===== config.mk =====
export PLATFORM = sky130hd
export DESIGN_NAME = lcd_spectrum_renderer
export DESIGN_NICKNAME = d
export VERILOG_FILES = /design/src/rtl/lcd_spectrum_renderer.sv
export SDC_FILE = /design/constraint.sdc
export NUM_CORES = 1
export LEC_CHECK = 0
export BUFFER_PORTS_ARGS = -buffer_cell sky130_fd_sc_hd__buf_2
export CAP_MARGIN = 25
export CELL_PAD_IN_SITES_DETAIL_PLACEMENT = 1
export CELL_PAD_IN_SITES_GLOBAL_PLACEMENT = 1
export CORE_ASPECT_RATIO = 1.25
export CORE_MARGIN = 2
export CORE_UTILIZATION = 35
export DETAILED_ROUTE_END_ITERATION = 10
export PLACE_DENSITY = 0.66
export SLEW_MARGIN = 10
export SYNTH_ARGS = -nofsm -noshare
export SYNTH_HDL_FRONTEND = slang
export SYNTH_SLANG_ARGS = --single-unit

===== constraint.sdc =====
create_clock -name clk -period 5.2 [get_ports clk]
set_clock_uncertainty 0.05 [all_clocks]
set_input_delay 0.78 -clock clk [delete_from_list [all_inputs] [get_ports clk]]
set_output_delay 0.78 -clock clk [all_outputs]
set_load 0.01 [all_outputs]

===== src/rtl/lcd_spectrum_renderer.sv =====
// Streams one RGB565 spectrum frame (address-window preamble, then raster pixels)
// as a valid/ready byte stream with a DC flag, keeping per-band decaying peak markers.
module lcd_spectrum_renderer #(
  parameter int          N_BANDS    = 8,
  parameter int          MAG_W      = 8,
  parameter int          LCD_WIDTH  = 240,
  parameter int          LCD_HEIGHT = 320,
  parameter int          BAR_W      = 30,
  parameter int          GAP        = 2,
  parameter int          PEAK_DECAY = 4,
  parameter logic [15:0] BG_COLOR   = 16'hFFFF,
  parameter logic [15:0] PEAK_COLOR = 16'h0000
) (
  input  logic                       clk,
  input  logic                       rst_n,
  input  logic [N_BANDS*MAG_W-1:0]   spectrum_data_flat,
  input  logic                       init_done,
  input  logic                       frame_req,
  output logic [7:0]                 out_byte,
  output logic                       out_dc,
  output logic                       out_valid,
  input  logic                       out_ready,
  output logic                       frame_busy,
  output logic                       frame_done
);

  // Handshake: a byte moves when out_valid && out_ready; while stalled the
  // output register holds, and a new byte is loaded only when empty or accepted.
  localparam int CW = 16;

  typedef enum logic [2:0] {S_IDLE, S_SNAP, S_CMD, S_PIX, S_LAST} state_t;

  state_t          state_q, state_d;
  logic [7:0]      out_byte_q, out_byte_d;
  logic            out_dc_q, out_dc_d;
  logic            out_valid_q, out_valid_d;
  logic            busy_q, busy_d;
  logic            done_q, done_d;
  logic [3:0]      cmd_idx_q, cmd_idx_d;
  logic [CW-1:0]   x_q, x_d, r_q, r_d, col_q, col_d, band_q, band_d;
  logic            lo_q, lo_d;
  logic [CW-1:0]   h_q[N_BANDS], h_d[N_BANDS];
  logic [CW-1:0]   peak_q[N_BANDS], peak_d[N_BANDS];
  logic [3:0]      cnt_q[N_BANDS], cnt_d[N_BANDS];

  logic            ld;
  logic [15:0]     pix_color;
  logic [CW-1:0]   sel_h, sel_p;

  function automatic logic [CW-1:0] bar_height(input logic [MAG_W-1:0] m);
    logic [MAG_W+CW-1:0] p;
    p = {{CW{1'b0}}, m} * (MAG_W+CW)'(LCD_HEIGHT);
    return p[MAG_W +: CW];
  endfunction

  function automatic logic [15:0] palette(input logic [2:0] i);
    case (i)
      3'd0:    return 16'hF800;
      3'd1:    return 16'hFC00;
      3'd2:    return 16'hFFE0;
      3'd3:    return 16'h07E0;
      3'd4:    return 16'h07FF;
      3'd5:    return 16'h001F;
      3'd6:    return 16'h801F;
      default: return 16'hF81F;
    endcase
  endfunction

  function automatic logic [7:0] cmd_byte(input logic [3:0] i);
    logic [15:0] wm1, hm1;
    wm1 = 16'(LCD_WIDTH - 1);
    hm1 = 16'(LCD_HEIGHT - 1);
    case (i)
      4'd0:    return 8'h2A;
      4'd3:    return wm1[15:8];
      4'd4:    return wm1[7:0];
      4'd5:    return 8'h2B;
      4'd8:    return hm1[15:8];
      4'd9:    return hm1[7:0];
      4'd10:   return 8'h2C;
      default: return 8'h00;
    endcase
  endfunction

  // Band counter saturates at N_BANDS, which also marks the columns past the last bar.
  always_comb begin
    sel_h = '0;
    sel_p = '0;
    for (int b = 0; b < N_BANDS; b++) begin
      if (band_q == CW'(b)) begin
        sel_h = h_q[b];
        sel_p = peak_q[b];
      end
    end
    pix_color = BG_COLOR;
    if (band_q < CW'(N_BANDS) && col_q < CW'(BAR_W - GAP)) begin
      if (r_q < sel_h)
        pix_color = palette(band_q[2:0]);
      else if (sel_p != '0 && r_q == sel_p - CW'(1))
        pix_color = PEAK_COLOR;
    end
  end

  assign ld = !out_valid_q || out_ready;

  always_comb begin
    state_d     = state_q;
    out_byte_d  = out_byte_q;
    out_dc_d    = out_dc_q;
    out_valid_d = out_valid_q;
    busy_d      = busy_q;
    done_d      = 1'b0;
    cmd_idx_d   = cmd_idx_q;
    x_d         = x_q;
    r_d         = r_q;
    col_d       = col_q;
    band_d      = band_q;
    lo_d        = lo_q;
    for (int b = 0; b < N_BANDS; b++) begin
      h_d[b]    = h_q[b];
      peak_d[b] = peak_q[b];
      cnt_d[b]  = cnt_q[b];
    end
    case (state_q)
      S_IDLE: begin
        if (frame_req && init_done && !done_q) begin
          state_d = S_SNAP;
          busy_d  = 1'b1;
        end
      end
      S_SNAP: begin
        for (int b = 0; b < N_BANDS; b++) begin
          h_d[b] = bar_height(spectrum_data_flat[b*MAG_W +: MAG_W]);
          if (h_d[b] >= peak_q[b]) begin
            peak_d[b] = h_d[b];
            cnt_d[b]  = '0;
          end else if (cnt_q[b] == 4'(PEAK_DECAY - 1)) begin
            peak_d[b] = (peak_q[b] == '0) ? '0 : peak_q[b] - CW'(1);
            cnt_d[b]  = '0;
          end else begin
            cnt_d[b]  = cnt_q[b] + 4'd1;
          end
        end
        cmd_idx_d = '0;
        x_d       = '0;
        r_d       = CW'(LCD_HEIGHT - 1);
        col_d     = '0;
        band_d    = '0;
        lo_d      = 1'b0;
        state_d   = S_CMD;
      end
      S_CMD: begin
        if (ld) begin
          out_byte_d  = cmd_byte(cmd_idx_q);
          out_dc_d    = !(cmd_idx_q == 4'd0 || cmd_idx_q == 4'd5 || cmd_idx_q == 4'd10);
          out_valid_d = 1'b1;
          cmd_idx_d   = cmd_idx_q + 4'd1;
          if (cmd_idx_q == 4'd10) state_d = S_PIX;
        end
      end
      S_PIX: begin
        if (ld) begin
          out_byte_d  = lo_q ? pix_color[7:0] : pix_color[15:8];
          out_dc_d    = 1'b1;
          out_valid_d = 1'b1;
          lo_d        = !lo_q;
          if (lo_q) begin
            if (x_q == CW'(LCD_WIDTH - 1)) begin
              x_d    = '0;
              col_d  = '0;
              band_d = '0;
              r_d    = r_q - CW'(1);
              if (r_q == '0) state_d = S_LAST;
            end else begin
              x_d = x_q + CW'(1);
              if (col_q == CW'(BAR_W - 1)) begin
                col_d  = '0;
                band_d = (band_q < CW'(N_BANDS)) ? band_q + CW'(1) : band_q;
              end else begin
                col_d  = col_q + CW'(1);
              end
            end
          end
        end
      end
      S_LAST: begin
        // Final low byte is in the output register; finish once it is taken.
        if (out_ready) begin
          out_valid_d = 1'b0;
          busy_d      = 1'b0;
          done_d      = 1'b1;
          state_d     = S_IDLE;
        end
      end
      default: state_d = S_IDLE;
    endcase
  end

  always_ff @(posedge clk) begin
    if (!rst_n) begin
      state_q     <= S_IDLE;
      out_byte_q  <= '0;
      out_dc_q    <= 1'b0;
      out_valid_q <= 1'b0;
      busy_q      <= 1'b0;
      done_q      <= 1'b0;
      cmd_idx_q   <= '0;
      x_q         <= '0;
      r_q         <= '0;
      col_q       <= '0;
      band_q      <= '0;
      lo_q        <= 1'b0;
      for (int b = 0; b < N_BANDS; b++) begin
        h_q[b]    <= '0;
        peak_q[b] <= '0;
        cnt_q[b]  <= '0;
      end
    end else begin
      state_q     <= state_d;
      out_byte_q  <= out_byte_d;
      out_dc_q    <= out_dc_d;
      out_valid_q <= out_valid_d;
      busy_q      <= busy_d;
      done_q      <= done_d;
      cmd_idx_q   <= cmd_idx_d;
      x_q         <= x_d;
      r_q         <= r_d;
      col_q       <= col_d;
      band_q      <= band_d;
      lo_q        <= lo_d;
      for (int b = 0; b < N_BANDS; b++) begin
        h_q[b]    <= h_d[b];
        peak_q[b] <= peak_d[b];
        cnt_q[b]  <= cnt_d[b];
      end
    end
  end

  assign out_byte   = out_byte_q;
  assign out_dc     = out_dc_q;
  assign out_valid  = out_valid_q;
  assign frame_busy = busy_q;
  assign frame_done = done_q;

endmodule

==> results.tsv, run 1 <==
metric	value	unit
DP Worst Slack	-0.271	ns
Top Ports	81	
CP endpoint kind	register	
Sink Count	316	
CP most frequent cell	a21oi_1	
Hold Path Class	register to register	
prevailing post-synth register cell	dfxtp_1	
Bufs on Longest Clock Path	3	
hold path endpoint	h_q[0][16]	
Layout area overhead	16.1	%
WP data arrival	5.50	ns
number of setup violations in the final report	0	
leakage	10.6	nW
post-route cell area	0.0261	mm^2
placed cell area	0.0244	mm^2
Iter 0 DRT Violations	1254	
WL final	85600	um
power share of the clock group	0.167	
syn_area_per_cell	7.81	um^2
final hold vios	0	
first-pass GRT wire length	132000	um
max cap viols	0	
Detailed Routing Iterations Pass 1	5	
sw frac	0.496	
root buf cell	clkbuf_16	
die width	231	um
gr ovfl total	0	
GRT Overall Usage	0.252	
ANT cells	0	
CP required	5.64	ns
Final min period	5.07	ns
synthesized cell area	0.0225	mm^2
share of cells above drive strength 1	0.125	
worst rel slew slack	0.273	
final antenna-violating net count	0	
pin count of the biggest net entering global routing	72	
TritonCTS Buffers	39	
FILL cells	7779	
number of global-route vias before repair	23301	
Vias/cell	5.82	
critical path startpoint category	register	
Port Buffers	80	
hold buffer count at cts	0	
core region area	0.0634	mm^2
Reg power frac	0.249	
Warnings, synthesis	0	
Post-Synthesis Cells	2884	
ys async rst share	0	
Cell Count, Final, Fillers Out	3864	
unrepaired setup endpoints after global routing	true	
Synth cell types	97	
Post-synth EDFFs	0	
P_int	0.00809	W
per-cell routed wire length	22.2	um
largest stage delay on the critical path	0.60	ns
r2r endpoint	out_byte[2]	
Worst Tran Pin Value	1.08	ns
largest cells by area after synthesis	dfxtp_1 (28%), ha_1 (12%), a21oi_1 (5.5%)	
FP Rows	103	
Peak VDD IR	0.000738	V
FMAX	0.197	GHz
HPWL Detailed	66500	um
htree depth	2	
Vias	22474	
DIE AREA	0.0664	mm^2
final worst setup slack	0.132	ns
Reg-to-Reg Start	band_q[10]	
Residual DRC	0	
global placement routability congestion	0.964	
Worst R2R Setup Slack	0.13	ns
most numerous cell in the Yosys netlist	nand2_1	
Period Utilization, post-route	0.975	
Pins Over Slew Limit	0	
status	finished clean	
CP Max Fanout	7	
clock latency on the worst-skew pair	0.56	ns
chip height	288	um
post-synthesis sequential area ratio	0.281	
Nets	3290	
Yosys top cell by area	dfxtp_1	
initial antenna violation count	1	
worst-path cell chain	or4_4, buf_8, or4_4, nor2_4, nor3_2, a221oi_2, a211oi_2, a21oi_1, nand2_1, o21ai_0, ha_1, a21o_1, a211o_1, a21oi_1, o21a_1, a21oi_2, nor4bb_4, a2111o_1, or4b_4, nor4_4, or4b_1, a21oi_1	
Post-Place Cells	3781	
NetSw	0.00795	W
Commonest cells post-synth	nand2_1 (319), dfxtp_1 (316), nor2_1 (256), a21oi_1 (247), ha_1 (214)	
PwrDens	614	mW/mm^2
Starting Density	0.355	
Hold Path Stages	2	
Critical-path top delay cell	or4_4	
Seq cells post-synth	316	
WS Path Type	register to register	
Logic pwr share	0.584	
CTS tree	done	
clock-pin slew of the registers on the worst-case setup and hold paths	0.06	ns
reg2reg path depth	22	
syn nets	3175	
post-synth top area share	0.281	
Hold Path Origin	h_q[0][16]	
critical path, delay by kind of cell (launching register included):
| family | cells | cell delay, ns |
|---|---|---|
| adder cells (fa/ha/maj) | 1 | 0.26 |
| flip-flops | 1 | 0.31 |
| AO/OA/AOI/OAI | 11 | 1.78 |
| buffers and inverters | 1 | 0.16 |
| AND/OR/NAND/NOR | 9 | 2.43 |
registers in the layout, summed over array words and instances (netlist names):
signal / cells
out_byte: 8
state_q: 3
col_q: 16
cmd_idx_q: 4
r_q: 16
out_dc: 1
frame_busy: 1
band_q: 16
out_valid: 1
frame_done: 1
x_q: 16
peak_q: 128
lo_q: 1
cnt_q: 32
h_q: 72
layer usage:
| metal | GRT usage | up-vias | share of wire |
|---|---|---|---|
| met5 | 0 | - | 0.00020 |
| met4 | 0.114 | 2 | 0.050 |
| met3 | 0.0300 | 188 | 0.032 |
| met2 | 0.468 | 422 | 0.51 |
| met1 | 0.287 | 11181 | 0.41 |
| li1 | - | 10681 | - |
per-stage QoR:
step           power [W]  hold WS (ns)  utilization  TNS [ns]
4_1_cts           0.0160         0.414        0.407         0
3_3_place_gp      0.0128         0.402        0.384     -1.88
5_1_grt           0.0173         0.443        0.412    -0.691
6_report          0.0160         0.413        0.412         0
3_5_place_dp      0.0132         0.406        0.384     -1.73
2_1_floorplan     0.0102         0.383            -         0
logic make-up after synthesis:
kind of cell / share of synthesized area
multiplexers: 0.00995
XOR/XNOR: 0.0623
buffers and inverters: 0.0528
flip-flops: 0.281
adder cells (fa/ha/maj): 0.126
AND/OR/NAND/NOR: 0.239
AO/OA/AOI/OAI: 0.229
final cells by class:
type	instances	area, um^2	share of cell area
clock buffers	56	1130	0.0433
flip-flops and latches	316	6330	0.242
inverters	157	597	0.0228
repair buffers	223	1570	0.0601
clock inverters	10	82.6	0.00316
multi-input cells	2262	15400	0.588
well taps	840	1050	0.0402
cells in the final DEF (no fill, tap or decap), drive strengths merged, types with 88 or more instances in the layout:
master / count
nor3: 94
ha: 214
dfxtp: 316
a21oi: 247
inv: 156
nand3: 88
nor2: 256
o21ai: 149
buf: 223
nand2: 320
power by group through the flow:
stage | Clock, W | Sequential (W) | Combinational, W
finish | 0.00269 | 0.00400 | 0.00937
global route | 0.00284 | 0.00404 | 0.0105
CTS | 0.00274 | 0.00397 | 0.00927
detailed placement | 0 | 0.00401 | 0.00917
global placement | 0 | 0.00400 | 0.00882
floorplan | 0 | 0.00347 | 0.00676
repair_timing:
action	4_1_cts	5_1_grt
pin swaps	31	32
endpoints found under the setup margin	8	8
endpoints found under the hold margin	0	0
gates resized for setup	36	58
buffers inserted	9	11
worst max path at each step:
stage / slack (ns) / endpoint / from
finish: 0.13 / out_byte[2] / band_q[10]
global route: -0.13 / out_byte[4] / band_q[1]
CTS: 0.001 / out_byte[6] / band_q[1]
detailed placement: -0.27 / out_byte[5] / band_q[0]
global placement: -0.29 / out_byte[4] / band_q[1]
floorplan: 0.04 / out_byte[4] / band_q[0]
(Power assumes the default switching activity.)
==> run 2: changes to the inputs <==
--- a/config.mk
+++ b/config.mk
@@ -11,9 +11,10 @@
 export CELL_PAD_IN_SITES_GLOBAL_PLACEMENT = 1
 export CORE_ASPECT_RATIO = 1.25
 export CORE_MARGIN = 2
-export CORE_UTILIZATION = 35
+export CORE_UTILIZATION = 40
 export DETAILED_ROUTE_END_ITERATION = 10
-export PLACE_DENSITY = 0.66
+export HOLD_SLACK_MARGIN = 0.15
+export PLACE_DENSITY = 0.74
 export SLEW_MARGIN = 10
 export SYNTH_ARGS = -nofsm -noshare
 export SYNTH_HDL_FRONTEND = slang
==> run 2 against run 1 <==
The run now ends with setup timing left. First-iteration DRC count is 1.2% lower. Critical endpoint is now out_byte[4]. Hold slack better by 0.011 ns. Via count is 0.28% lower. Largest power group unchanged. Cell count decreased by 3.1%.
==> results.tsv, run 2 (synthesis results as in run 1) <==
metric	value	unit
Vias/cell	5.98	
root buf cell	clkbuf_16	
initial antenna violation count	0	
failing checks	setup timing	
Largest regs	peak_q: 128 flops, h_q: 72 flops, cnt_q: 32 flops	
Reg power frac	0.249	
WS Path Type	register to register	
Detailed Routing Iterations Pass 1	5	
Iter 0 DRT Violations	1239	
fin util	0.462	
CTS tree	done	
chip height	269	um
Vias	22412	
largest stage delay on the critical path	0.53	ns
CP endpoint kind	register	
WL met3	2670	um
most frequent cells in the layout	nand2_1 (319), dfxtp_1 (315), nor2_1 (252)	
placed cell area	0.0242	mm^2
Hold Path Class	register to register	
gr ovfl total	0	
final hold vios	0	
die width	216	um
WP data arrival	5.65	ns
Worst R2R Setup Slack	-0.06	ns
core region area	0.0558	mm^2
status	finished, violations left	
number of global-route vias before repair	23647	
P_int	0.00807	W
sw frac	0.495	
hold buffer count at cts	0	
Critical-path top delay cell	or4b_4	
Starting Density	0.403	
share of cells above drive strength 1	0.113	
Sink Count	316	
DIE AREA	0.0582	mm^2
Nets	3268	
Worst Tran Pin Value	1.06	ns
Residual DRC	0	
Peak VDD IR	0.000292	V
per-cell routed wire length	22.4	um
FP Rows	97	
FMAX	0.190	GHz
Final Power	0.0160	W
clock-pin slew of the registers on the worst-case setup and hold paths	0.06	ns
worst rel slew slack	0.285	
pin count of the biggest net entering global routing	79	
critical path startpoint category	register	
WL final	84000	um
setup TNS	-0.168	ns
max reg flops	128	
Pins Over Slew Limit	0	
GRT Overall Usage	0.283	
max cap viols	0	
post-route cell area	0.0258	mm^2
HPWL Detailed	64200	um
final antenna-violating net count	0	
WL met2	43300	um
highest routed metal layer	met4	
TritonCTS Buffers	37	
Top Ports	81	
Logic pwr share	0.586	
leakage	10.5	nW
Final min period	5.26	ns
clock latency on the worst-skew pair	0.55	ns
Port Buffers	80	
unrepaired setup endpoints after global routing	true	
CP Max Fanout	4	
PwrDens	620	mW/mm^2
first-pass GRT wire length	132000	um
CP required	5.60	ns
Bufs on Longest Clock Path	3	
Top reg by flops	peak_q	
htree depth	2	
global placement routability congestion	0.979	
final worst setup slack	-0.0564	ns
Period Utilization, post-route	1.01	
number of setup violations in the final report	6	
power share of the clock group	0.165	
M1 WL	33800	um
leading cell type in the layout, fill and taps excluded	nand2_1	
Layout area overhead	14.5	%
NetSw	0.00791	W
[run 2: changes by cell type in the layout (fill, tap and decap cells not counted), moves of 3 or more]
cell and change:
o21ai_0 +3, a211oi_1 +4, buf_4 -29, o21ai_1 -4, buf_6 +5, buf_12 +3, a211oi_2 -4, nor3_2 -4
a221oi_1 +6, nor3_1 +3, a221oi_2 -5
[run 2: worst paths after layout]
path / startpoint / to / depth (start not counted)
hold reg to reg: h_q[1][36] / h_q[1][36] / 2
hold / removal: h_q[1][36] / h_q[1][36] / 2
setup / recovery: band_q[0] / out_byte[4] / 28
setup reg to reg: band_q[0] / out_byte[4] / 28
[run 2: cell type report]
cell class / instances / area (um^2)
Fill cell: 6855 / 30000
Multi-Input combinational cell: 2262 / 15300
Sequential cell: 316 / 6330
Timing Repair Buffer: 203 / 1490
Clock buffer: 54 / 1070
Tap cell: 742 / 928
Inverter: 157 / 592
Clock inverter: 10 / 111
Antenna cell: 1 / 2.50
[run 2: through the flow]
| step | hold WS (ns) | worst slack, ns | std cells |
|---|---|---|---|
| 4_1_cts | 0.425 | -0.0680 | 3735 |
| 5_1_grt | 0.448 | -0.278 | 3744 |
| 6_report | 0.424 | -0.0564 | 3745 |
| 2_1_floorplan | 0.383 | 0.0389 | 2884 |
| 3_5_place_dp | 0.402 | -0.346 | 3663 |
| 3_3_place_gp | 0.405 | -0.219 | 3663 |
[run 2: power by group through the flow]
stage	sequential (W)	combinational (W)	clock, W
3_3_place_gp	0.00398	0.00870	0
6_report	0.00399	0.00936	0.00263
3_5_place_dp	0.00400	0.00907	0
2_1_floorplan	0.00347	0.00676	0
4_1_cts	0.00396	0.00919	0.00269
5_1_grt	0.00402	0.0104	0.00279
[run 2: worst max-delay path, delay by kind of cell, from the launching register on]
kind / cells / cell delay, ns
compound gates: 11 / 1.56
fa+ha+maj: 2 / 0.43
buf+inv: 5 / 0.66
flops: 1 / 0.34
simple gates: 10 / 2.09
[run 2: per-layer routing]
| metal | vias up | track usage |
|---|---|---|
| met3 | 190 | 0.0327 |
| li1 | 10619 | - |
| met1 | 11181 | 0.319 |
| met2 | 422 | 0.529 |
| met5 | - | 0 |
| met4 | 0 | 0.128 |
[run 2: what timing repair did]
action | CTS | global route
pin swaps | 16 | 29
resized for setup | 26 | 42
setup endpoints to repair | 8 | 8
setup buffers | 11 | 8
==> run 3: changes to the inputs <==
--- a/config.mk
+++ b/config.mk
@@ -13,8 +13,7 @@
 export CORE_MARGIN = 2
 export CORE_UTILIZATION = 40
 export DETAILED_ROUTE_END_ITERATION = 10
-export HOLD_SLACK_MARGIN = 0.15
-export PLACE_DENSITY = 0.74
+export PLACE_DENSITY = 0.71
 export SLEW_MARGIN = 10
 export SYNTH_ARGS = -nofsm -noshare
 export SYNTH_HDL_FRONTEND = slang
==> constraint.sdc (replaced) <==
create_clock -name clk -period 6.3 [get_ports clk]
set_clock_uncertainty 0.05 [all_clocks]
set_input_delay 0.945 -clock clk [delete_from_list [all_inputs] [get_ports clk]]
set_output_delay 0.945 -clock clk [all_outputs]
set_load 0.01 [all_outputs]
==> run 3 against run 2 <==
The flow now finishes without violations. Clock-buffer cell count stayed put. Power is 18% lower. Global-route usage is 0.094 points lower. Cell count is 2.1% lower. Critical path type unchanged. Critical endpoint unchanged. Largest power group unchanged. Highest routed layer unchanged.
==> results.tsv, run 3 (synthesis results as in run 1) <==
metric	value	unit
FP Rows	97	
Post-CTS Resized	0	
GRT Overall Usage	0.283	
multi-input logic area	0.0150	mm^2
DIE AREA	0.0582	mm^2
HPWL Detailed	64500	um
chip height	269	um
Iter 0 DRT Violations	1247	
root buf cell	clkbuf_16	
per-cell routed wire length	22.7	um
Sink Count	316	
TritonCTS Buffers	39	
max cap viols	0	
clock latency on the worst-skew pair	0.57	ns
most frequent cells in the layout	nand2_1 (319), dfxtp_1 (316), nor2_1 (255)	
status	finished clean	
core region area	0.0558	mm^2
initial antenna violation count	0	
FMAX	0.173	GHz
Seq. cell area	0.00633	mm^2
CP Max Fanout	13	
Final min period	5.79	ns
CP Buf/Inv Count	3	
Layout area overhead	10.8	%
Starting Density	0.403	
FILL cells	6794	
number of global-route vias before repair	23011	
Vias	22070	
Detailed Routing Iterations Pass 1	7	
setup TNS	0	ns
Post-CTS Setup Bufs	0	
Period Utilization, post-route	0.920	
Top Ports	81	
Nets	3192	
CP endpoint kind	register	
number of setup violations in the final report	0	
placed cell area	0.0236	mm^2
post-route cell area	0.0249	mm^2
leakage	10.1	nW
first-pass GRT wire length	132000	um
CP required	6.70	ns
Worst Tran Pin Value	1.02	ns
Pins Over Slew Limit	0	
Largest regs	peak_q: 128 flops, h_q: 72 flops, cnt_q: 32 flops	
WS Path Type	register to register	
Residual DRC	0	
largest stage delay on the critical path	0.64	ns
hold buffer count at cts	0	
unrepaired setup endpoints after global routing	false	
final hold vios	0	
Top Family by Delay on Critical Path	simple AND/OR/NAND/NOR gates	
PwrDens	528	mW/mm^2
final antenna-violating net count	0	
CTS tree	done	
Worst R2R Setup Slack	0.51	ns
DP Worst Slack	0.601	ns
clock-pin slew of the registers on the worst-case setup and hold paths	0.07	ns
share of cells above drive strength 1	0.0786	
final worst setup slack	0.507	ns
critical path startpoint category	register	
Bufs on Longest Clock Path	3	
WL final	83300	um
die width	216	um
ANT cells	0	
htree depth	2	
WP data arrival	6.19	ns
pin count of the biggest net entering global routing	90	
Top reg by flops	peak_q	
Peak VDD IR	0.000362	V
leading cell type in the layout, fill and taps excluded	nand2_1	
Port Buffers	80	
Critical-path top delay cell	or4b_2	
global placement routability congestion	0.932	
Vias/cell	6.02	
gr ovfl total	0	
worst rel slew slack	0.313	
Hold Path Class	register to register	
max reg flops	128	
[run 3: cell types whose count changed in the layout (fill, tap and decap cells not counted), sizes merged]
cell / change
inv: +1
diode: -1
bufinv: +1
buf: -78
[run 3: cell type report]
type,instances,area share
well taps,742,0.0372
clock inverters,12,0.00662
repair buffers,125,0.0304
flip-flops and latches,316,0.254
multi-input cells,2262,0.602
clock buffers,54,0.0463
inverters,157,0.0237
[run 3: per-stage QoR]
step | power (W) | instances | hold WS, ns | util
after floorplan | 0.00844 | 2884 | 0.383 | -
after global placement | 0.0104 | 3600 | 0.404 | 0.423
after detailed placement | 0.0107 | 3600 | 0.413 | 0.423
after CTS | 0.0131 | 3666 | 0.421 | 0.446
after global routing | 0.0142 | 3668 | 0.444 | 0.447
final | 0.0132 | 3668 | 0.420 | 0.447
[run 3: worst paths after layout]
check / cells past startpoint / end / start
setup / recovery: 26 / out_byte[4] / band_q[1]
hold reg to reg: 2 / h_q[0][0] / h_q[0][0]
setup reg to reg: 26 / out_byte[4] / band_q[1]
hold / removal: 2 / h_q[0][0] / h_q[0][0]
[run 3: per-layer routing]
layer  up-vias  routed length [um]  GRT usage
li1      10484                   -          -
met1     11023               34200      0.329
met2       412               42800      0.523
met3       151                2670     0.0276
met4         0                3700      0.119
met5         -                   0          0
[run 3: power breakdown]
| part | internal [W] | switching [W] |
|---|---|---|
| Combinational | 0.00277 | 0.00477 |
| Clock | 0.00140 | 0.000932 |
| Sequential | 0.00248 | 0.000814 |
[run 3: worst reg2reg max path, stage by stage (launching register included)]
cell and delay [ns]:
dfxtp_1 0.44, inv_1 0.13, ha_1 0.21, or4b_2 0.64, nor4_4 0.32, buf_4 0.25, a221oi_1 0.12, nor3_1 0.19
a221oi_1 0.12, a211oi_1 0.28, a21oi_1 0.07, nand2_1 0.07, o21ai_0 0.08, ha_1 0.30, o21ai_0 0.09, nand2b_1 0.08
a21oi_1 0.08, nor3_1 0.22, o21ai_0 0.13, a21oi_1 0.13, nor4bb_1 0.07, buf_4 0.14, a2111o_1 0.29, or4b_4 0.54
nor4_4 0.26, nor3_1 0.13, o221a_1 0.25
